[config.mk]
export PLATFORM = sky130hd
export DESIGN_NAME = oled_digit_formatter_flat
export DESIGN_NICKNAME = d
export VERILOG_FILES = /design/src/rtl/oled_digit_formatter_if.sv /design/src/rtl/oled_digit_formatter.sv /design/src/flat_wrapper.sv
export SDC_FILE = /design/constraint.sdc
export NUM_CORES = 1
export LEC_CHECK = 0
export BUFFER_PORTS_ARGS = -buffer_cell sky130_fd_sc_hd__buf_4
export CAP_MARGIN = 20
export CORE_MARGIN = 1.5
export CORE_UTILIZATION = 60
export DETAILED_ROUTE_END_ITERATION = 6
export GPL_TIMING_DRIVEN = 0
export HOLD_SLACK_MARGIN = 0.08
export MAX_ROUTING_LAYER = met4
export PLACE_DENSITY = 0.8
export SLEW_MARGIN = 10
export SYNTH_ARGS = -nofsm -noshare
export SYNTH_HDL_FRONTEND = slang
export SYNTH_SLANG_ARGS = --single-unit
[constraint.sdc]
create_clock -name HCLK -period 3.6 [get_ports HCLK]
set_input_delay 0.36 -clock HCLK [delete_from_list [all_inputs] [get_ports HCLK]]
set_output_delay 0.36 -clock HCLK [all_outputs]
set_load 0.01 [all_outputs]
[src/rtl/oled_digit_formatter_if.sv]
// Purpose: value-in / block-write-out handshake bundle for the OLED digit formatter.
// Latency: n/a (wiring only).
// Backpressure: value side via value_valid/value_ready, block side via blk_valid/blk_ready.
interface oled_digit_formatter_if #(
    parameter int VALUE_WIDTH = 14
);
    logic                   value_valid;
    logic [VALUE_WIDTH-1:0] value;
    logic                   value_ready;
    logic                   blk_valid;
    logic [4:0]             blk_addr;
    logic [4:0]             blk_data;
    logic                   blk_ready;
    logic                   busy;

    // Upstream / sink side (drives values in, accepts block writes)
    modport master (
        output value_valid, value, blk_ready,
        input  value_ready, blk_valid, blk_addr, blk_data, busy
    );

    // Formatter side
    modport slave (
        input  value_valid, value, blk_ready,
        output value_ready, blk_valid, blk_addr, blk_data, busy
    );
endinterface

[src/rtl/oled_digit_formatter.sv]
// Purpose: binary value -> clamped decimal digits (serial double-dabble), leading-zero blanking, one block write per changed digit.
// Latency: VALUE_WIDTH cycles of conversion, then 1 cycle per digit (more while the sink stalls); VALUE_WIDTH+DIGITS best case.
// Backpressure: value_ready only in IDLE; a pending block write holds addr/data/valid stable until blk_ready.
module oled_digit_formatter #(
    parameter int         VALUE_WIDTH = 14,
    parameter int         DIGITS      = 4,
    parameter int         BASE_BLOCK  = 0,
    parameter logic [4:0] BLANK_CODE  = 5'd10,
    parameter bit         BLANK_EN    = 1'b1
) (
    input  logic                  HCLK,
    input  logic                  HRESET,
    oled_digit_formatter_if.slave bus
);
    localparam int BCD_W = 4 * DIGITS;
    localparam int SR_W  = BCD_W + VALUE_WIDTH;
    localparam int CNT_W = $clog2(VALUE_WIDTH + 1);
    localparam int K_W   = (DIGITS > 1) ? $clog2(DIGITS) : 1;

    function automatic longint unsigned pow10(input int n);
        longint unsigned r;
        r = 1;
        for (int i = 0; i < n; i++) begin
            r = r * 10;
        end
        return r;
    endfunction

    // Largest value representable in DIGITS decimal digits; larger inputs saturate here.
    localparam longint unsigned MAX_VAL = pow10(DIGITS) - 1;

    // One double-dabble step on the concatenated {bcd, binary} register:
    // correct every nibble >= 5 by +3, then shift the whole thing left by one.
    function automatic logic [SR_W-1:0] dd_step(input logic [SR_W-1:0] sr);
        logic [SR_W-1:0] t;
        t = sr;
        for (int j = 0; j < DIGITS; j++) begin
            if (t[VALUE_WIDTH + 4*j +: 4] >= 4'd5) begin
                t[VALUE_WIDTH + 4*j +: 4] = t[VALUE_WIDTH + 4*j +: 4] + 4'd3;
            end
        end
        return {t[SR_W-2:0], 1'b0};
    endfunction

    // Display code of digit idx (0 = most significant). A digit is blanked
    // when it and everything above it is zero; the last digit always shows.
    function automatic logic [4:0] code_of(input logic [BCD_W-1:0] bcd, input int idx);
        logic       lead_zero;
        logic [3:0] nib;
        lead_zero = 1'b1;
        for (int j = 0; j < DIGITS; j++) begin
            if (j <= idx && bcd[4*(DIGITS-1-j) +: 4] != 4'd0) begin
                lead_zero = 1'b0;
            end
        end
        nib = bcd[4*(DIGITS-1-idx) +: 4];
        if (BLANK_EN && (idx < DIGITS - 1) && lead_zero) begin
            return BLANK_CODE;
        end
        return {1'b0, nib};
    endfunction

    typedef enum logic [1:0] {
        S_IDLE,
        S_CONVERT,
        S_EMIT
    } state_t;

    state_t                 state_q;
    logic [BCD_W-1:0]       bcd_q;
    logic [VALUE_WIDTH-1:0] shift_q;
    logic [CNT_W-1:0]       cnt_q;
    logic [K_W-1:0]         k_q;
    logic [4:0]             shadow_q [DIGITS];
    logic                   value_ready_q;
    logic                   busy_q;
    logic                   blk_valid_q;
    logic [4:0]             blk_addr_q;
    logic [4:0]             blk_data_q;

    logic [BCD_W-1:0]       bcd_d;
    logic [VALUE_WIDTH-1:0] shift_d;
    logic [CNT_W-1:0]       cnt_d;
    logic [K_W-1:0]         k_d;
    logic                   last_k;
    logic [4:0]             code_first;
    logic [4:0]             code_next;
    logic [63:0]            value_ext;
    logic [VALUE_WIDTH-1:0] value_clamped;

    // Next-state helpers: conversion step, digit index advance and look-ahead
    // display codes, so the block-write outputs can be loaded as registers.
    always_comb begin
        {bcd_d, shift_d} = dd_step({bcd_q, shift_q});
        cnt_d            = cnt_q + 1'b1;
        last_k           = (k_q == K_W'(DIGITS - 1));
        k_d              = last_k ? k_q : k_q + 1'b1;
        // Digit 0 of the value that the final conversion step produces.
        code_first       = code_of(bcd_d, 0);
        // Digit k+1 of the finished conversion (k_d saturates at the last digit).
        code_next        = code_of(bcd_q, int'(k_d));
        value_ext        = 64'(bus.value);
        value_clamped    = (value_ext > MAX_VAL) ? VALUE_WIDTH'(MAX_VAL) : bus.value;
    end

    // Control FSM: accept, convert, then walk the digits issuing writes for changed ones.
    always_ff @(posedge HCLK or posedge HRESET) begin
        if (HRESET) begin
            state_q       <= S_IDLE;
            bcd_q         <= '0;
            shift_q       <= '0;
            cnt_q         <= '0;
            k_q           <= '0;
            value_ready_q <= 1'b1;
            busy_q        <= 1'b0;
            blk_valid_q   <= 1'b0;
            blk_addr_q    <= '0;
            blk_data_q    <= '0;
            // 5'h1F matches no displayable code, so the first value rewrites every block.
            for (int i = 0; i < DIGITS; i++) begin
                shadow_q[i] <= 5'h1F;
            end
        end else begin
            case (state_q)
                S_IDLE: begin
                    if (bus.value_valid) begin
                        shift_q       <= value_clamped;
                        bcd_q         <= '0;
                        cnt_q         <= '0;
                        value_ready_q <= 1'b0;
                        busy_q        <= 1'b1;
                        state_q       <= S_CONVERT;
                    end
                end
                S_CONVERT: begin
                    bcd_q   <= bcd_d;
                    shift_q <= shift_d;
                    cnt_q   <= cnt_d;
                    if (cnt_q == CNT_W'(VALUE_WIDTH - 1)) begin
                        k_q         <= '0;
                        state_q     <= S_EMIT;
                        blk_valid_q <= (code_first != shadow_q[0]);
                        blk_addr_q  <= 5'(BASE_BLOCK);
                        blk_data_q  <= code_first;
                    end
                end
                S_EMIT: begin
                    // Advance when nothing is pending or the pending write completes.
                    if (!blk_valid_q || bus.blk_ready) begin
                        if (blk_valid_q) begin
                            shadow_q[k_q] <= blk_data_q;
                        end
                        if (last_k) begin
                            blk_valid_q   <= 1'b0;
                            value_ready_q <= 1'b1;
                            busy_q        <= 1'b0;
                            state_q       <= S_IDLE;
                        end else begin
                            k_q         <= k_d;
                            blk_valid_q <= (code_next != shadow_q[k_d]);
                            blk_addr_q  <= 5'(BASE_BLOCK) + 5'(k_d);
                            blk_data_q  <= code_next;
                        end
                    end
                end
                default: begin
                    state_q <= S_IDLE;
                end
            endcase
        end
    end

    assign bus.value_ready = value_ready_q;
    assign bus.busy        = busy_q;
    assign bus.blk_valid   = blk_valid_q;
    assign bus.blk_addr    = blk_addr_q;
    assign bus.blk_data    = blk_data_q;
endmodule

[src/flat_wrapper.sv]
// flat-port wrapper written by rule: the top's interface ports become plain ports
module oled_digit_formatter_flat 
#(
    parameter int         VALUE_WIDTH = 14,
    parameter int         DIGITS      = 4,
    parameter int         BASE_BLOCK  = 0,
    parameter logic [4:0] BLANK_CODE  = 5'd10,
    parameter bit         BLANK_EN    = 1'b1
)
  (HCLK, HRESET, bus_value_valid, bus_value, bus_blk_ready, bus_value_ready, bus_blk_valid, bus_blk_addr, bus_blk_data, bus_busy);
  oled_digit_formatter_if #(.VALUE_WIDTH(VALUE_WIDTH)) bus_i ();
  input  logic HCLK;
  input  logic HRESET;
  input wire logic [$bits(bus_i.value_valid)-1:0] bus_value_valid;
  input wire logic [$bits(bus_i.value)-1:0] bus_value;
  input wire logic [$bits(bus_i.blk_ready)-1:0] bus_blk_ready;
  output wire logic [$bits(bus_i.value_ready)-1:0] bus_value_ready;
  output wire logic [$bits(bus_i.blk_valid)-1:0] bus_blk_valid;
  output wire logic [$bits(bus_i.blk_addr)-1:0] bus_blk_addr;
  output wire logic [$bits(bus_i.blk_data)-1:0] bus_blk_data;
  output wire logic [$bits(bus_i.busy)-1:0] bus_busy;
  assign bus_i.value_valid = bus_value_valid;
  assign bus_i.value = bus_value;
  assign bus_i.blk_ready = bus_blk_ready;
  assign bus_value_ready = bus_i.value_ready;
  assign bus_blk_valid = bus_i.blk_valid;
  assign bus_blk_addr = bus_i.blk_addr;
  assign bus_blk_data = bus_i.blk_data;
  assign bus_busy = bus_i.busy;
  oled_digit_formatter #(.VALUE_WIDTH(VALUE_WIDTH), .DIGITS(DIGITS), .BASE_BLOCK(BASE_BLOCK), .BLANK_CODE(BLANK_CODE), .BLANK_EN(BLANK_EN)) u_core (.HCLK(HCLK), .HRESET(HRESET), .bus(bus_i));
endmodule
* After elaboration in Yosys (flattened, before gate mapping)
Index checks and enable logic that the tools add are counted.
** Storage, ports and cells
- Register bits :: 71
- Bits in latches :: 0
- Bits in writable memories :: 0
- ROM bits :: 0
- Input bits :: 18
- Output and inout bits :: 13
- Logic and storage cells :: 124
- Memories :: 0
** Operators by class
- Add/sub/neg operators :: 7
- Multiply operators :: 0
- Divide/modulo/power cells :: 0
- $lt $le $gt $ge :: 12
- Equality and inequality tests :: 11
- Shift operators :: 1
- Mux-type cells :: 55
- Bitwise operators :: 2
- Reductions and logical operators :: 22
** Operators with widths (count)
- $mux W5 :: 11
- $pmux W16 S2 :: 1
- $mux W14 :: 2
- $pmux W14 S2 :: 1
- $bwmux W20 :: 1
- $mux W4 :: 5
- $pmux W5 S2 :: 2
- $reduce_bool A4 Y1 :: 5
- $ge A4 B3 Y1 const B :: 4
- $mux W16 :: 1
- $mux W2 :: 8
- $shiftx A16 B5 Y4 :: 1
- $gt A14 B14 Y1 const B :: 1
- $mux W1 :: 14
- $add A4 B2 Y4 const B :: 3
- $reduce_and A4 Y1 :: 3
- $bmux W5 S2 :: 1
- $demux W5 S2 :: 1
- $pmux W4 S2 :: 1
- $ge A3 B3 Y1 const B :: 2
- $ne A2 B1 Y1 const B :: 3
- $not A2 Y3 :: 2
- $pmux W1 S2 :: 3
- $pmux W2 S3 :: 1
- 23 further kinds :: 33

* Longest topological paths before layout
- Word-level depth :: 14
- Depth in mapped cells :: 9
- Gate-level depth less buffers :: 8

* Least setup slack after synthesis
Ideal clock, no wire load.
- Kind :: register to register
- Start :: register u_core.bcd_q[4]
- End :: register u_core.blk_valid_q, in the netlist u_core.bus.blk_valid
- Library setup time :: 0.120 ns
- Arrival :: 1.998 ns
- Required time :: 3.480 ns
- Slack :: 1.482 ns
- Cell stages (with the launch flop) :: 9
- Path buffers :: 0
- Clock period less this slack :: 2.118 ns
- Cell sequence :: dfrtp_1 > inv_1 > ha_1 > nor3b_2 > o211a_4 > or3_4 > a221oi_2 > o221ai_1 > and3_1
** Between the ends
- Word-level cells in the longest chain between the ends :: 11
- Elaborated cells between the ends (all ways) :: 12
- Classes of those cells :: eq/ne: 1; shift: 1; mux: 7; reduce/logical: 3
** RTL lines
- start, declared :: RTL line oled_digit_formatter.sv:70 : logic [BCD_W-1:0] bcd_q;
- start signal, assigned :: RTL line oled_digit_formatter.sv:110 : bcd_q <= '0;
- start signal, assigned :: RTL line oled_digit_formatter.sv:128 : bcd_q <= '0;
- start signal, assigned :: RTL line oled_digit_formatter.sv:136 : bcd_q <= bcd_d;
- $reduce_bool A4 Y1 :: RTL line oled_digit_formatter.sv:52 : if (j <= idx && bcd[4*(DIGITS-1-j) +: 4] != 4'd0) begin
- $logic_and A1 B1 Y1 :: RTL line oled_digit_formatter.sv:52
- $mux W1 (2 in a row) :: RTL line oled_digit_formatter.sv:52
- $logic_and A1 B1 Y1 :: RTL line oled_digit_formatter.sv:57 : if (BLANK_EN && (idx < DIGITS - 1) && lead_zero) begin
- $mux W1 :: RTL line oled_digit_formatter.sv:57
- $mux W5 (*) :: RTL line oled_digit_formatter.sv:60 : return {1'b0, nib};
- $ne A5 B5 Y1 (*) :: RTL line oled_digit_formatter.sv:160 : blk_valid_q <= (code_next != shadow_q[k_d]);
- $mux W1 (*) :: RTL line oled_digit_formatter.sv:153 : if (last_k) begin
- $mux W1 (*) :: RTL line oled_digit_formatter.sv:149 : if (!blk_valid_q || bus.blk_ready) begin
- $pmux W1 S2 (*) :: RTL line oled_digit_formatter.sv:124 : case (state_q)
- end signal, assigned :: RTL line oled_digit_formatter.sv:142 : blk_valid_q <= (code_first != shadow_q[0]);
- end signal, assigned :: RTL line oled_digit_formatter.sv:160
- end, declared :: RTL line oled_digit_formatter.sv:77 : logic blk_valid_q;
Every way passes the cells marked *; elsewhere a longest branch is shown, timed or not. The select of a mux whose other input is x is not followed.
A chain may end at the register's enable or synchronous reset.

* Worst setup path after layout
- Start :: register u_core.state_q[1]
- End :: register u_core.shift_q[10]
** Between the ends
- Word-level cells in the longest chain between the ends :: 3
- Elaborated cells between the ends (all ways) :: 6
- Classes of those cells :: eq/ne: 2; mux: 1; reduce/logical: 3
** RTL lines
- start, declared :: RTL line oled_digit_formatter.sv:69 : state_t state_q;
- start signal, assigned :: RTL line oled_digit_formatter.sv:109 : state_q <= S_IDLE;
- start signal, assigned :: RTL line oled_digit_formatter.sv:132 : state_q <= S_CONVERT;
- start signal, assigned :: RTL line oled_digit_formatter.sv:141 : state_q <= S_EMIT;
- $eq A2 B1 Y1 / $logic_not A2 Y1 (equally long branches) :: RTL line oled_digit_formatter.sv:124
- $reduce_bool A2 Y1 (no line) / $ne A2 B2 Y1 (equally long branches)
- $reduce_and A2 Y1 (no line)
- end signal, assigned :: RTL line oled_digit_formatter.sv:127 : shift_q <= value_clamped;
- end signal, assigned :: RTL line oled_digit_formatter.sv:137 : shift_q <= shift_d;
- end, declared :: RTL line oled_digit_formatter.sv:71 : logic [VALUE_WIDTH-1:0] shift_q;
Parallel ways exist; a longest one is shown, timed or not.

==> impl_metrics.json <==
{
  "portBuffers": 26,
  "initial_core_util_pct": 62.5,
  "slew-limit-headroom_pct": 48.0,
  "drv_slew": 0,
  "clock_power_share_pct": 21.7,
  "status": "completed",
  "antenna_found_initial": 0,
  "cts_resized": 0,
  "cp.arrival_ns": 2.57,
  "cp_cell_sequence": "inv_1, ha_1, clkbuf_1, inv_2, o21a_1, clkbuf_1, clkbuf_1, o21ai_0",
  "synth_edf_count": 0,
  "wl_per_cell_um": 16.4,
  "switching_share_pct": 40.1,
  "multi_input_area_um2": 1870,
  "synth.most_common_cell": "nand2_1",
  "hold_buffers": 0,
  "cellLeakagePower_nw": 1.82,
  "synthTopCellsByCount": "nand2_1, o21ai_0, dfrtp_1, inv_1, nor2_1",
  "seq_area_um2": 1650,
  "track_usage_pct": 28.5,
  "cpMaxStageDelayCell": "clkbuf_1",
  "critPathMaxStageDelay_ns": 0.46,
  "grt_max_degree": 66,
  "num_antenna_cells": 0,
  "hpwlAfterDp_um": 6070,
  "drt_wl_total_um": 8500,
  "fin_crit_sh_pct": 65.5,
  "max_freq_mhz": 424,
  "comb_power_share_pct": 42.8,
  "netlist_area_um2": 3720,
  "endpoint_kind": "flip-flop",
  "cp.required_ns": 3.81,
  "finalPower_mw": 3.30,
  "drive_gt1_share_pct": 23.0,
  "synth_top_area_share_pct": 29.6,
  "synth_top_area_cell": "dfrtp_1",
  "power_per_cell_area_nw_per_um2": 776,
  "peakVddDrop_uv": 561,
  "fp.dieH_um": 81.7,
  "die_w_um": 81.7,
  "postLayoutCellArea_um2": 4250,
  "cts_setup_buffers": 0,
  "placed_cells": 502,
  "nets": 470,
  "fin_cells": 518,
  "areaGrowthSynthToFinish_pct": 14.3,
  "critPathKind": "flip-flop to flip-flop",
  "postSynthCellCount": 398,
  "clockBufferDepth": 2,
  "dr.first_iter.drc_count": 201,
  "layout_min_cycle_time_ns": 2.36,
  "worstMarginPinSlew_ns": 0.774,
  "seq_area_frac_synth_pct": 44.4,
  "synthArstFlopShare_pct": 100,
  "synth_cell_types": 61,
  "p_int_mw": 1.98,
  "crit_fanout": 10,
  "critical_path_buf_inv_count": 5,
  "clk_pin_slew_worst_paths_ns": 0.07,
  "finalWeightedCongestion": 0.889,
  "syn_area_per_cell_um2": 9.35,
  "tritoncts": "yes",
  "cts_sinks": 65,
  "synth_warnings": 0,
  "dr_total_vias": 3071,
  "clock_latency_ns": 0.35,
  "cts-buffers-inserted": 9,
  "seqPwrFrac_pct": 35.5,
  "p_sw_mw": 1.32,
  "h-tree-depth": 3,
  "ios": 31,
  "hold_viol_final": 0,
  "gr-total-overflow": 0,
  "clock_skew_ns": 0.00950,
  "dpl_cell_area_um2": 4020,
  "rsz0062_at_grt": "false",
  "synth_area_leaders": "dfrtp_1, dfstp_2, o21ai_0, nand2_1, ha_1",
  "cp-start-kind": "flip-flop",
  "hold_path.class": "primary input to async pin",
  "drtAntennaViolNets": 0,
  "num-fill-cells": 450,
  "grt_pass1_vias": 2996,
  "grt_first_pass_wirelength_um": 14000,
  "ys.flop_type": "dfrtp_1",
  "drcViolationCount": 0,
  "viasPerCell": 5.93,
  "fin_tns_setup_ns": 0,
  "dieArea_um2": 6680,
  "crit_top_cell": "clkbuf_1",
  "maxCapViolations": 0,
  "synth_seq_cells": 65,
  "core_area_um2": 5960,
  "cp_top_family": "buffers and inverters",
  "ctsRootBufferMaster": "clkbuf_8",
  "drt_pre_antenna_iters": 5,
  "setup_viol": 0,
  "num_rows": 28
}
## routing by layer
metal / up-vias / share of wire [%] / track usage (%)
li1: 1468 / - / -
met1: 1495 / 45 / 35.3
met2: 86 / 48 / 45.7
met3: 22 / 4.3 / 4.44
met4: 0 / 2.7 / 13.7
met5: - / 0 / -
## per-stage QoR
stage	hold slack [ns]	setup WS [ns]	utilization, %
after floorplan	0.437	1.48	-
after global placement	0.453	0.832	67.5
after detailed placement	0.462	1.28	67.5
after CTS	0.195	1.25	71.4
after global routing	0.246	1.05	71.4
final	0.169	1.24	71.4
## kinds of logic (layout without fill, tap and decap cells)
logic type / Yosys count / in the layout / synth area share [%]
and+or+nand+nor: 130 / 130 / 17.5
buffers and inverters: 46 / 88 / 5.48
AOI/OAI and AO/OA: 109 / 109 / 18.7
xor gates and xnor gates: 10 / 10 / 2.35
DFF: 65 / 65 / 44.4
other: 1 / 4 / 0.101
muxes: 23 / 23 / 6.69
adders and majority gates: 14 / 14 / 4.71
## registers in the layout (all words and copies together), names as in the netlist
signal                  count
u_core.bcd_q               16
u_core.bus.blk_addr         2
u_core.bus.blk_data         4
u_core.bus.blk_valid        1
u_core.bus.busy             1
u_core.bus.value_ready      1
u_core.cnt_q                4
u_core.shadow_q            20
u_core.shift_q             14
u_core.state_q              2
## cell type report
cell class,instances,share of cell area [%]
buffer,22,2.68
sequential,65,38.9
multi-input combinational,290,44.1
clock inverter,5,1.82
inverter,24,2.18
tap,75,2.21
clock buffer,11,3.56
timing repair buffer,26,4.59
## power by group through the flow
stage	Sequential, mW	Clock, mW	Combinational (mW)
floorplan	1.13	0	1.06
global placement	1.16	0	1.34
detailed placement	1.18	0	1.39
CTS	1.16	0.722	1.40
global route	1.20	0.747	1.58
finish	1.17	0.714	1.41
## path summary, 6_finish.rpt
check	startpoint	end	slack, ns	depth (start not counted)
worst max-delay path	u_core.state_q[1]	u_core.shift_q[10]	1.24	8
worst min-delay path	HRESET	u_core.bcd_q[14]	0.17	2
worst max register to register	u_core.state_q[1]	u_core.shift_q[10]	1.24	8
worst min register to register	u_core.shadow_q[19]	u_core.shadow_q[19]	0.47	2
max in group asynchronous	HRESET	u_core.bus.blk_valid	2.93	2
min in group HCLK	bus_value[12]	u_core.shift_q[12]	0.26	3
## placed cells by master (no fill, tap or decap), types with 5 or more instances in the layout
master / synthesis / routed
nand2_1: 51 / 51
o21ai_0: 46 / 46
dfrtp_1: 44 / 44
buf_4: 5 / 31
nor2_1: 22 / 22
inv_1: 22 / 21
dfstp_2: 21 / 21
a21oi_1: 18 / 18
mux2_2: 15 / 15
ha_1: 14 / 14
clkbuf_8: 0 / 11
clkbuf_1: 9 / 9
nand3_1: 8 / 8
nand2b_1: 8 / 8
nor3_1: 8 / 8
mux2i_1: 8 / 8
or3_1: 6 / 6
and2_1: 6 / 6
a31oi_1: 6 / 6
nor2b_1: 5 / 5
xnor2_1: 5 / 5
o22ai_1: 5 / 5
xor2_1: 5 / 5
No activity file was read; power rests on OpenSTA's default activity.
